**src/rtl/mem_arbiter.sv**
```systemverilog
// mem_arbiter: round-robin two-port RAM arbiter with burst lock; define MEM_ARB_STATS_EN for grant counters
module mem_arbiter #(
  parameter int AW = 8,
  parameter int DW = 8,
  parameter int MAX_LOCK = 4
) (
  input  logic          clk,
  input  logic          reset,
  input  logic          req0,
  input  logic          req1,
  input  logic          lock0,
  input  logic          lock1,
  input  logic          we0,
  input  logic          we1,
  input  logic [AW-1:0] addr0,
  input  logic [AW-1:0] addr1,
  input  logic [DW-1:0] wdata0,
  input  logic [DW-1:0] wdata1,
  output logic          ack0,
  output logic          ack1,
  output logic [DW-1:0] rdata0,
  output logic [DW-1:0] rdata1,
  output logic [AW-1:0] mem_addr,
  output logic [DW-1:0] mem_wdata,
  output logic          mem_we,
  output logic          mem_re,
  input  logic [DW-1:0] mem_rdata,
  output logic          busy,
  output logic          owner,
  output logic [7:0]    grant_cnt0,
  output logic [7:0]    grant_cnt1
);
  localparam int LW = $clog2(MAX_LOCK + 1);
  typedef enum logic [1:0] {IDLE, ISSUE, DONE} state_t;
  state_t state, state_n;
  logic locked, we_q, hold, force_sw, win, win_lock, win_oreq, grant;
  logic [LW-1:0] lock_cnt, cnt_n;
  logic [DW-1:0] rdata0_q, rdata1_q;
  // state register; async reset aborts any in-flight access
  always_ff @(posedge clk or posedge reset)
    if (reset) state <= IDLE;
    else state <= state_n;
  // fixed three-cycle access sequence, started only from IDLE with a request
  always_comb
    state_n = state == IDLE ? ((req0 || req1) ? ISSUE : IDLE) : state == ISSUE ? DONE : IDLE;
  // winner selection: held lock beats round-robin until the other port has waited MAX_LOCK grants
  always_comb begin
    hold     = locked && (owner ? req1 : req0);
    force_sw = hold && (owner ? req0 : req1) && lock_cnt == LW'(MAX_LOCK);
    win      = force_sw ? ~owner : hold ? owner : (req0 && req1) ? ~owner : req1;
    win_lock = win ? lock1 : lock0;
    win_oreq = win ? req0 : req1;
    cnt_n    = (force_sw || !(win_lock && win_oreq)) ? '0 : hold ? lock_cnt + 1'b1 : LW'(1);
    grant    = state == IDLE && (req0 || req1);
  end
  // latch the winner's access at grant and capture read data as the access completes
  always_ff @(posedge clk or posedge reset)
    if (reset) begin
      owner     <= 1'b1;
      locked    <= 1'b0;
      lock_cnt  <= '0;
      we_q      <= 1'b0;
      mem_addr  <= '0;
      mem_wdata <= '0;
      rdata0_q  <= '0;
      rdata1_q  <= '0;
    end else if (grant) begin
      owner     <= win;
      locked    <= win_lock;
      lock_cnt  <= cnt_n;
      we_q      <= win ? we1 : we0;
      mem_addr  <= win ? addr1 : addr0;
      mem_wdata <= win ? wdata1 : wdata0;
    end else if (state == DONE && !we_q) begin
      if (owner) rdata1_q <= mem_rdata;
      else rdata0_q <= mem_rdata;
    end
  // strobes and acks decoded from state so reset removes them immediately
  always_comb begin
    busy   = state != IDLE;
    mem_we = state == ISSUE && we_q;
    mem_re = state == ISSUE && !we_q;
    ack0   = state == DONE && !owner;
    ack1   = state == DONE && owner;
    rdata0 = (ack0 && !we_q) ? mem_rdata : rdata0_q;
    rdata1 = (ack1 && !we_q) ? mem_rdata : rdata1_q;
  end
`ifdef MEM_ARB_STATS_EN
  // saturating per-port completion counters
  always_ff @(posedge clk or posedge reset)
    if (reset) begin
      grant_cnt0 <= '0;
      grant_cnt1 <= '0;
    end else begin
      if (ack0 && grant_cnt0 != 8'hFF) grant_cnt0 <= grant_cnt0 + 1'b1;
      if (ack1 && grant_cnt1 != 8'hFF) grant_cnt1 <= grant_cnt1 + 1'b1;
    end
`else
  assign grant_cnt0 = '0;
  assign grant_cnt1 = '0;
`endif
endmodule

```
**config.mk**
```make
export PLATFORM = sky130hd
export DESIGN_NAME = mem_arbiter
export DESIGN_NICKNAME = d
export VERILOG_FILES = /design/src/rtl/mem_arbiter.sv
export SDC_FILE = /design/constraint.sdc
export NUM_CORES = 1
export LEC_CHECK = 0
export ABC_AREA = 1
export CORE_MARGIN = 2
export CORE_UTILIZATION = 44
export DETAILED_ROUTE_END_ITERATION = 8
export GPL_ROUTABILITY_DRIVEN = 0
export HOLD_SLACK_MARGIN = 0.15
export PLACE_DENSITY = 0.85
export SLEW_MARGIN = 25
export SYNTH_ARGS = -nofsm -noshare
export SYNTH_HDL_FRONTEND = slang
export SYNTH_SLANG_ARGS = --single-unit
export TNS_END_PERCENT = 20
```
**constraint.sdc**
```tcl
create_clock -name clk -period 3.12 [get_ports clk]
set_input_delay 0.468 -clock clk [delete_from_list [all_inputs] [get_ports clk]]
set_output_delay 0.468 -clock clk [all_outputs]
set_load 0.01 [all_outputs]
```
==> run metrics <==
CTS resizes 0; hold crit path type reg2reg; period utilization 0.917; Max VDD drop 0.000390 V; DP HPWL 3740 um; die height approximately 74 um; largest buffer count on any clock path 2; boundary pin count 102; Setup Viol. Count Final 0; register bit total from synthesis 40; Synth Area in Adders 0.0116; Critical Path Source owner$_DFFE_PP1P_; Layout fillers 406; CTS Buf Count 5; fin area between 3000 and 4000 um^2; RSZ-0062 raised after global routing no; Post-DP Area 2970 um^2; total track usage 0.193; clk slew on worst S/H paths approximately 80 ps; hold bufs inserted after CTS 0; largest net degree at the start of global routing 41; critical path launch point type register; via count between 1500 and 2000; most common cell after layout, fill and taps aside nand2_1; Setup Buffers After CTS 0; count of different cell masters after synthesis 20; setup skew after layout 7.39 ps; # diodes 0; initial antenna violation count 0; Compound-Gate Fraction of Synth Area 0.123; area grow syn2layout 42.2%; Initial Util 0.456; setup tns final 0 ps; routed wire length 4970 um; die area 5470 um^2; Pre-antenna DRT Iters 4; # port buffers 85; post-synthesis sequential area ratio 0.465; most frequent cells in the layout nand2_1 (88), clkdlybuf4s50_1 (85), dfrtp_1 (39); Max Slew Vio Count 0; fin cells 440; Core ar. roughly 4700 um^2; Tmin final ~2900 ps; YS warnings 0; grt ovf 0; DRT antenna net count 0; share of layout cells above drive strength 1 0.0402; Final Hold Viols 0; number of nets in the layout 422; Max FO, Critical Path 24; Buf/Inv on CP 2; # clock sinks 40; # DRC 0; pwr/cell area 869 nW/um^2; # Max-Cap Violations 0; critical path arrival 2390 ps; cell area after synthesis 2150 um^2; wire length per cell 11.3 um; XOR/XNOR Fraction of Synth Area 0.00407; cell row count 25; post-synthesis mux area share 0; Max Fclk 0.350 GHz; via/cell ratio around 4.5; CP max stage cell dfstp_2; Least-Margin Pin Slew between 500 and 600 ps; global-route wire length before repair about 8000 um; CTS root buf clkbuf_8; vias in the first global route 1852; crit-path leading delay family buffers and inverters; CP required 2650 ps; R2R Path Start owner$_DFFE_PP1P_; min-delay src rdata1_q[0]$_DFFE_PP0P_; largest family of logic cells by synthesized area simple AND/OR/NAND/NOR gates; worst reg-to-reg setup slack 1440 ps; slowest stage delay, CP 580 ps; post-synthesis cell count 289; CP cell instances inv_1 -> nor2_1 -> nand2_1 -> o21ai_0 -> clkdlybuf4s50_1; CTS tree built; kind of critical path reg2out; Lkg Pwr 0.00152 uW; DRT iter0 DRCs 117; Crit. End Element output pin; run status finished clean; syn avg cell area 7.46 um^2; post-synthesis simple-gate area fraction 0.236; Max H-tree Level 2; Slew headroom 0.600; Die X 74.0 um; dpl cells 432; clock insertion delay at the later pin of the skew report ~280 ps
[worst min-delay path: stages (launching register included)]
cell and delay (ps):
dfrtp_1 330, nand2_1 50, o21ai_0 70
[power by group]
| part | switching, uW | total, uW | internal (uW) |
|---|---|---|---|
| registers | 124 | 894 | 770 |
| clock network | 173 | 352 | 180 |
| logic | 710 | 1420 | 707 |
[Yosys cell counts]
cell type  number  area, um^2
dfrtp_1        39         976
conb_1          1        3.75
buf_6           3        33.8
nand2_4         1        11.3
nor2_2          1        6.26
o21ai_1        17        85.1
nand3_1         9        45.0
nand2_2         1        6.26
buf_4          17         128
inv_1          38         143
dfstp_2         1        26.3
ha_1            2        25.0
nor2_1         24        90.1
nand2_1        88         330
o21ai_0        36         180
xor2_1          1        8.76
clkbuf_8        1        13.8
nor3_1          2        10.0
nand3_2         1        10.0
clkbuf_1        6        22.5
[path summary, 6_finish.rpt]
kind,end,cells past startpoint
max,rdata1[6],5
min,rdata1_q[0]$_DFFE_PP0P_,2
max reg2reg,rdata1_q[2]$_DFFE_PP0P_,5
min reg2reg,rdata1_q[0]$_DFFE_PP0P_,2
max in group asynchronous,owner$_DFFE_PP1P_,3
min in group asynchronous,state[1]$_DFF_PP0_,3
[state kept, by name (all words and copies together), names as in the netlist]
register   flops
state          2
locked         1
lock_cnt       3
mem_addr       8
rdata1_q       8
owner          1
rdata0_q       8
mem_wdata      8
we_q           1
[metal layers]
metal,share of wire,vias to the layer above,global-route usage
met4,0.025,0,0.105
li1,-,1023,-
met1,0.41,886,0.226
met2,0.50,68,0.320
met3,0.065,11,0.0556
met5,0,-,0
[area by class of cell]
type	instances	area [um^2]	share of cell area
flip-flops and latches	40	1000	0.327
repair buffers	88	873	0.285
well taps	67	83.8	0.0274
clock inverters	1	7.51	0.00245
clock buffers	7	86.3	0.0282
inverters	38	143	0.0465
multi-input cells	199	868	0.283
[stage by stage]
step	hold slack, ps	utilization	power, uW	setup slack, ps
finish	487	0.649	2660	260
global route	499	0.649	2880	4.85
CTS	489	0.649	2680	265
detailed placement	470	0.629	2320	591
global placement	458	0.629	2290	689
floorplan	443	-	1630	1120
[cells by family after synthesis]
kind of cell,count (synthesis)
other,1
xor gates and xnor gates,1
buffers and inverters,65
DFF,40
and+or+nand+nor,127
adders and majority gates,2
AOI/OAI and AO/OA,53
Power figures use the tool's default switching activity.
